### src/rtl/alu_ctrl_seq_if.sv
// Handshake and control-word bundle between decode, the ALU control stage and execute.
interface alu_ctrl_seq_if #(
  parameter int unsigned SHAMT_W = 4
);
  logic               in_valid;
  logic               in_ready;
  logic [4:0]         opcode;
  logic [1:0]         func;
  logic [SHAMT_W-1:0] immd;
  logic               out_valid;
  logic               out_ready;
  logic [2:0]         alu_op;
  logic               inv_a;
  logic               inv_b;
  logic               cin;
  logic [SHAMT_W-1:0] shamt;
  logic               flip_1;
  logic               flip_2;
  logic               shift;
  logic               slbi;
  logic               last_pass;
  logic               illegal;

  modport master (
    output in_valid, opcode, func, immd, out_ready,
    input  in_ready, out_valid, alu_op, inv_a, inv_b, cin, shamt,
           flip_1, flip_2, shift, slbi, last_pass, illegal
  );

  modport slave (
    input  in_valid, opcode, func, immd, out_ready,
    output in_ready, out_valid, alu_op, inv_a, inv_b, cin, shamt,
           flip_1, flip_2, shift, slbi, last_pass, illegal
  );
endinterface

### src/rtl/alu_ctrl_seq.sv
// Registered ALU control stage: decodes opcode/func/immd into a control word and splits
// shifts wider than STEP_MAX into several passes over a valid/ready handshake.
module alu_ctrl_seq #(
  parameter int unsigned DATA_W   = 16,
  parameter int unsigned SHAMT_W  = $clog2(DATA_W),
  parameter int unsigned STEP_MAX = DATA_W - 1
) (
  input  logic         clk,
  input  logic         rst_n,
  input  logic         flush,
  alu_ctrl_seq_if.slave bus
);

  localparam logic [SHAMT_W-1:0] StepMax  = SHAMT_W'(STEP_MAX);
  localparam logic [SHAMT_W-1:0] SlbiShmt = SHAMT_W'(DATA_W / 2);

  typedef enum logic [1:0] {StIdle, StIssue, StIter} state_e;

  // slbi here marks an SLBI op; the slbi output is only raised on its final pass.
  typedef struct packed {
    logic [2:0] alu_op;
    logic       inv_a;
    logic       inv_b;
    logic       cin;
    logic       flip;
    logic       shift;
    logic       slbi;
    logic       illegal;
  } ctrl_t;

  state_e             state_q, state_d;
  ctrl_t              ctrl_q, ctrl_d;
  ctrl_t              dec_ctrl;
  logic [SHAMT_W-1:0] dec_req;
  logic [SHAMT_W-1:0] rem_q, rem_d;
  logic [SHAMT_W-1:0] shamt_q, shamt_d;
  logic               slbi_q, slbi_d;
  logic               last_q, last_d;
  logic               out_valid;
  logic               in_ready;
  logic               accept;
  logic               consume;

  function automatic logic [SHAMT_W-1:0] chunk(input logic [SHAMT_W-1:0] r);
    return (r > StepMax) ? StepMax : r;
  endfunction

  // Instruction decode; dec_req is the total requested shift (0 for non-shifts).
  always_comb begin
    dec_ctrl = '0;
    dec_req  = '0;
    unique case (bus.opcode)
      5'b01000, 5'b10000, 5'b10001, 5'b10011, 5'b11001, 5'b11111: begin
        dec_ctrl.alu_op = 3'b100;
      end
      5'b01001, 5'b11100: begin
        dec_ctrl.alu_op = 3'b100;
        dec_ctrl.inv_a  = 1'b1;
        dec_ctrl.cin    = 1'b1;
      end
      5'b11101, 5'b11110: begin
        dec_ctrl.alu_op = 3'b100;
        dec_ctrl.inv_b  = 1'b1;
        dec_ctrl.cin    = 1'b1;
      end
      5'b01010: dec_ctrl.alu_op = 3'b110;
      5'b01011: begin
        dec_ctrl.alu_op = 3'b111;
        dec_ctrl.inv_b  = 1'b1;
      end
      5'b11011: begin
        case (bus.func)
          2'b00: dec_ctrl.alu_op = 3'b100;
          2'b01: begin
            dec_ctrl.alu_op = 3'b100;
            dec_ctrl.inv_a  = 1'b1;
            dec_ctrl.cin    = 1'b1;
          end
          2'b10: dec_ctrl.alu_op = 3'b110;
          default: begin
            dec_ctrl.alu_op = 3'b111;
            dec_ctrl.inv_b  = 1'b1;
          end
        endcase
      end
      5'b10100, 5'b10101, 5'b10110, 5'b10111: begin
        dec_ctrl.alu_op = {1'b0, bus.opcode[1:0]};
        dec_ctrl.flip   = (bus.opcode[1:0] == 2'b10);
        dec_ctrl.shift  = 1'b1;
        dec_req         = bus.immd;
      end
      5'b11010: begin
        dec_ctrl.alu_op = {1'b0, bus.func};
        dec_ctrl.flip   = (bus.func == 2'b10);
        dec_ctrl.shift  = 1'b1;
        dec_req         = bus.immd;
      end
      5'b10010: begin
        dec_ctrl.alu_op = 3'b001;
        dec_ctrl.shift  = 1'b1;
        dec_ctrl.slbi   = 1'b1;
        dec_req         = SlbiShmt;
      end
      default: dec_ctrl.illegal = 1'b1;
    endcase
  end

  assign out_valid = (state_q != StIdle);
  assign in_ready  = rst_n && !flush && (!out_valid || (bus.out_ready && last_q));
  assign accept    = bus.in_valid && in_ready;
  assign consume   = out_valid && bus.out_ready;

  always_comb begin
    state_d = state_q;
    ctrl_d  = ctrl_q;
    rem_d   = rem_q;
    shamt_d = shamt_q;
    slbi_d  = slbi_q;
    last_d  = last_q;
    if (flush) begin
      state_d = StIdle;
      rem_d   = '0;
    end else if (accept) begin
      ctrl_d  = dec_ctrl;
      shamt_d = chunk(dec_req);
      rem_d   = dec_req - shamt_d;
      last_d  = (rem_d == '0);
      slbi_d  = dec_ctrl.slbi && last_d;
      state_d = last_d ? StIssue : StIter;
    end else if (consume) begin
      if (state_q == StIter) begin
        shamt_d = chunk(rem_q);
        rem_d   = rem_q - shamt_d;
        last_d  = (rem_d == '0);
        slbi_d  = ctrl_q.slbi && last_d;
        state_d = last_d ? StIssue : StIter;
      end else begin
        state_d = StIdle;
      end
    end
  end

  always_ff @(posedge clk) begin
    if (!rst_n) begin
      state_q <= StIdle;
      ctrl_q  <= '0;
      rem_q   <= '0;
      shamt_q <= '0;
      slbi_q  <= 1'b0;
      last_q  <= 1'b0;
    end else begin
      state_q <= state_d;
      ctrl_q  <= ctrl_d;
      rem_q   <= rem_d;
      shamt_q <= shamt_d;
      slbi_q  <= slbi_d;
      last_q  <= last_d;
    end
  end

  assign bus.in_ready  = in_ready;
  assign bus.out_valid = out_valid;
  assign bus.alu_op    = ctrl_q.alu_op;
  assign bus.inv_a     = ctrl_q.inv_a;
  assign bus.inv_b     = ctrl_q.inv_b;
  assign bus.cin       = ctrl_q.cin;
  assign bus.shamt     = shamt_q;
  assign bus.flip_1    = ctrl_q.flip;
  assign bus.flip_2    = ctrl_q.flip;
  assign bus.shift     = ctrl_q.shift;
  assign bus.slbi      = slbi_q;
  assign bus.last_pass = last_q;
  assign bus.illegal   = ctrl_q.illegal;

endmodule

### src/flat_wrapper.sv
// flat-port wrapper written by rule: the top's interface ports become plain ports
module alu_ctrl_seq_flat 
#(
  parameter int unsigned DATA_W   = 16,
  parameter int unsigned SHAMT_W  = $clog2(DATA_W),
  parameter int unsigned STEP_MAX = DATA_W - 1
)
  (clk, rst_n, flush, bus_in_valid, bus_opcode, bus_func, bus_immd, bus_out_ready, bus_in_ready, bus_out_valid, bus_alu_op, bus_inv_a, bus_inv_b, bus_cin, bus_shamt, bus_flip_1, bus_flip_2, bus_shift, bus_slbi, bus_last_pass, bus_illegal);
  alu_ctrl_seq_if #(.SHAMT_W(SHAMT_W)) bus_i ();
  input  logic clk;
  input  logic rst_n;
  input  logic flush;
  input wire logic [$bits(bus_i.in_valid)-1:0] bus_in_valid;
  input wire logic [$bits(bus_i.opcode)-1:0] bus_opcode;
  input wire logic [$bits(bus_i.func)-1:0] bus_func;
  input wire logic [$bits(bus_i.immd)-1:0] bus_immd;
  input wire logic [$bits(bus_i.out_ready)-1:0] bus_out_ready;
  output wire logic [$bits(bus_i.in_ready)-1:0] bus_in_ready;
  output wire logic [$bits(bus_i.out_valid)-1:0] bus_out_valid;
  output wire logic [$bits(bus_i.alu_op)-1:0] bus_alu_op;
  output wire logic [$bits(bus_i.inv_a)-1:0] bus_inv_a;
  output wire logic [$bits(bus_i.inv_b)-1:0] bus_inv_b;
  output wire logic [$bits(bus_i.cin)-1:0] bus_cin;
  output wire logic [$bits(bus_i.shamt)-1:0] bus_shamt;
  output wire logic [$bits(bus_i.flip_1)-1:0] bus_flip_1;
  output wire logic [$bits(bus_i.flip_2)-1:0] bus_flip_2;
  output wire logic [$bits(bus_i.shift)-1:0] bus_shift;
  output wire logic [$bits(bus_i.slbi)-1:0] bus_slbi;
  output wire logic [$bits(bus_i.last_pass)-1:0] bus_last_pass;
  output wire logic [$bits(bus_i.illegal)-1:0] bus_illegal;
  assign bus_i.in_valid = bus_in_valid;
  assign bus_i.opcode = bus_opcode;
  assign bus_i.func = bus_func;
  assign bus_i.immd = bus_immd;
  assign bus_i.out_ready = bus_out_ready;
  assign bus_in_ready = bus_i.in_ready;
  assign bus_out_valid = bus_i.out_valid;
  assign bus_alu_op = bus_i.alu_op;
  assign bus_inv_a = bus_i.inv_a;
  assign bus_inv_b = bus_i.inv_b;
  assign bus_cin = bus_i.cin;
  assign bus_shamt = bus_i.shamt;
  assign bus_flip_1 = bus_i.flip_1;
  assign bus_flip_2 = bus_i.flip_2;
  assign bus_shift = bus_i.shift;
  assign bus_slbi = bus_i.slbi;
  assign bus_last_pass = bus_i.last_pass;
  assign bus_illegal = bus_i.illegal;
  alu_ctrl_seq #(.DATA_W(DATA_W), .SHAMT_W(SHAMT_W), .STEP_MAX(STEP_MAX)) u_core (.clk(clk), .rst_n(rst_n), .flush(flush), .bus(bus_i));
endmodule
### config.mk
export PLATFORM = sky130hd
export DESIGN_NAME = alu_ctrl_seq_flat
export DESIGN_NICKNAME = d
export VERILOG_FILES = /design/src/rtl/alu_ctrl_seq_if.sv /design/src/rtl/alu_ctrl_seq.sv /design/src/flat_wrapper.sv
export SDC_FILE = /design/constraint.sdc
export NUM_CORES = 1
export LEC_CHECK = 0
export ABC_CLOCK_PERIOD_IN_PS = 1300
export CORE_MARGIN = 2
export CORE_UTILIZATION = 37
export CTS_BUF_LIST = sky130_fd_sc_hd__clkbuf_16
export DETAILED_ROUTE_END_ITERATION = 10
export PLACE_DENSITY_LB_ADDON = 0.15
export SLEW_MARGIN = 0
export SYNTH_ARGS = -nofsm -noshare
export SYNTH_HDL_FRONTEND = slang
export SYNTH_SLANG_ARGS = --single-unit
### constraint.sdc
create_clock -name clk -period 1.3 [get_ports clk]
set_input_delay 0.195 -clock clk [delete_from_list [all_inputs] [get_ports clk]]
set_output_delay 0.195 -clock clk [all_outputs]
set_load 0.03 [all_outputs]
==> summary.md <==
| Metric | Value |
|---|---|
| Site Rows | `17` |
| Routability Congestion | `approximately 0.93` |
| CP startpoint kind | `flip-flop` |
| Antenna violations before repair | `0` |
| Synth area leaders | `dfxtp_1, a21boi_1, nand3_1` |
| Seq/Total Area, Yosys | `0.383` |
| Nets | `165` |
| CTS tree | `done` |
| CTS buffer count | `3` |
| Clock Skews | `1.87 ps` |
| Critical Path RT | `1110 ps` |
| I/O Buffers | `33` |
| First-pass GRT wire length | `4020 µm` |
| Worst-Margin Slew | `350 ps` |
| Post-Syn Nets | `110` |
| Clock Latency Late Sink | `240 ps` |
| Buffer and inverter count on the worst path | `1` |
| EDFF count, synth | `0` |
| Most common cell in the netlist | `dfxtp_1` |
| VDD IR max | `1010 µV` |
| Max-cap violations | `0` |
| CTS max path bufs | `2` |
| CP Capture Type | `primary output` |
| Detailed-placement wirelength estimate | `1660 µm` |
| Post-synth top cells | `dfxtp_1, nand2_1, a21boi_1, nand3_1` |
| Largest net degree at the start of global routing | `16` |
| Syn Std Cell Area | `836 µm²` |
| Final hold slack | `391 ps` |
| Number of global-route vias before repair | `a little over 900` |
| Clock root buffer | `clkbuf_16` |
| Avg Inst Size Synth | `8.89 µm²` |
| Instance area at placement | `0.00131 mm²` |
| Async set-reset flop share out of synthesis | `0` |
| Slew HR | `0.764` |
| Crit-path max FO | `3` |
| Total power | `between 1000 and 1500 µW` |
| Die Y-Extent | `51.5 µm` |
| Synth Register Bits | `16` |
| Hold WC Path Type | `primary input to flip-flop` |
| Slowest CP cell | `dfxtp_4` |
| Final Hold Viols | `0` |
| Mapped Cells | `94` |
| Worst EP arrival | `roughly 1100 ps` |
| Post-placement cell count | `roughly 170` |
| Worst stage delay on the critical path | `340 ps` |
| Ys Warns | `0` |
| CTS Sinks | `16` |
| Area Growth Syn to Fin | `75.4%` |
| Kind of critical path | `flip-flop to primary output` |
| Pwr/cell area | `942 mW/mm²` |
| Fin crit period | `between 1000 and 1500 ps` |
| Final max-slew violation count | `0` |
| Fmax | `0.784 GHz` |
| Routed length per placed instance | `13.3 µm` |
| Full die area | `approximately 0.0027 mm²` |
| Ant diodes | `0` |
| RSZ-0062 raised after global routing | `true` |
| Design area | `0.00147 mm²` |
| Period utilization | `0.981` |
| Status | `finished, final reports clean` |
| Yosys top cell by area | `dfxtp_1` |
| Clock-pin slew on the worst setup and hold paths | `50 ps` |
| Count of cell types in the netlist | `37` |
| Most used flip-flop cell after synthesis | `dfxtp_1` |
| Die Wd | `51.5 µm` |
| CP delay by family, top | `flip-flops` |
| Static Leak | `0.000706 µW` |
| Final core occ | `0.676` |
| ANT nets after route | `0` |
| DR vias | `919` |
| CTS Hold Bufs | `0` |
| DR iter-0 viols | `11` |
| Crit-path cells | `a21bo_4 > nor2b_4 > buf_6` |
| Drt drc | `0` |
| Total GRT Usage | `0.202` |
| Final std cells w/o fill | `~180` |
| Ratio of cells with drive above 1 in the final layout | `0.324` |
| Top cell type's share of synthesized area | `0.383` |
| Core area | `0.00217 mm²` |
| Total grt overflow | `0` |
| DR pass1 iterations | `4` |
| Final setup violation count | `0` |
| Initial Util | `0.385` |
| Num ports | `34` |
| CTS H-tree depth | `1` |
| DR vias/cell | `5.22` |
| WL final | `2340 µm` |
==> per-layer routing <==
layer  vias up  track usage  part of all wire
met2        19        0.372              0.51
met4         0       0.0439            0.0034
met3         2       0.0661             0.045
met5         -            0                 0
li1        452            -                 -
met1       446        0.223              0.44
==> worst paths after layout <==
check	startpoint	to	slack, ps	cells past startpoint
max	u_core.state_q[0]	bus_in_ready	20	3
min	bus_out_ready	u_core.state_q[0]	390	3
max reg2reg	u_core.state_q[0]	u_core.bus.alu_op[0]	40	4
min reg2reg	u_core.bus.shamt[1]	u_core.bus.shamt[1]	450	2
==> metrics by stage <==
step                      setup WS (ps)  setup TNS [ps]
final                              24.6               0
after global routing              -8.03           -16.4
after CTS                          4.75               0
after detailed placement           -466           -5890
after global placement             -438           -5390
after floorplan                   -11.5           -34.3
==> kinds of logic after synthesis <==
logic type             synth area share
flip-flops                        0.383
AND/OR/NAND/NOR                   0.253
buffers and inverters            0.0674
AO/OA/AOI/OAI                     0.296
==> where the power goes <==
group | internal (µW) | switching, µW
registers | 505 | 8.54
clock network | 407 | 184
logic | 143 | 133
total | 1060 | 325
==> registers in the layout, indices dropped and copies added, names as in the netlist <==
signal,cells
u_core.bus.alu_op,3
u_core.bus.cin,1
u_core.bus.flip_1,1
u_core.bus.illegal,1
u_core.bus.inv_a,1
u_core.bus.inv_b,1
u_core.bus.last_pass,1
u_core.bus.shamt,4
u_core.bus.shift,1
u_core.bus.slbi,1
u_core.state_q,1
==> area by class of cell <==
class,instances,area [µm²]
timing repair buffer,58,494
sequential,16,328
clock inverter,1,3.75
fill,187,703
clock buffer,3,75.1
inverter,2,7.51
multi-input combinational,68,523
tap,28,35.0
==> worst min-delay path: stages <==
cell	delay, ps
dlygate4sd2_1	230
nand2b_1	110
a21oi_1	60
==> cells in the final DEF (no fill, tap or decap), drive strengths merged, types with 2 or more instances in the layout <==
master	n
o311ai	2
nand3b	2
nor2b	4
inv	2
clkdlybuf4s50	6
clkbuf	4
dfxtp	16
o21ai	4
o21a	2
or2b	2
dlygate4sd2	25
o221a	3
nand2b	3
nand3	6
o211a	3
nand2	9
nor2	2
a211o	2
a21boi	8
buf	26
a21oi	4
==> what timing repair did <==
| item | in CTS | in global routing |
|---|---|---|
| endpoints found under the setup margin | 31 | 6 |
| pin swaps | 7 | 4 |
| buffers inserted | 6 | 0 |
| resized for setup | 39 | 5 |
(Power assumes the default switching activity.)
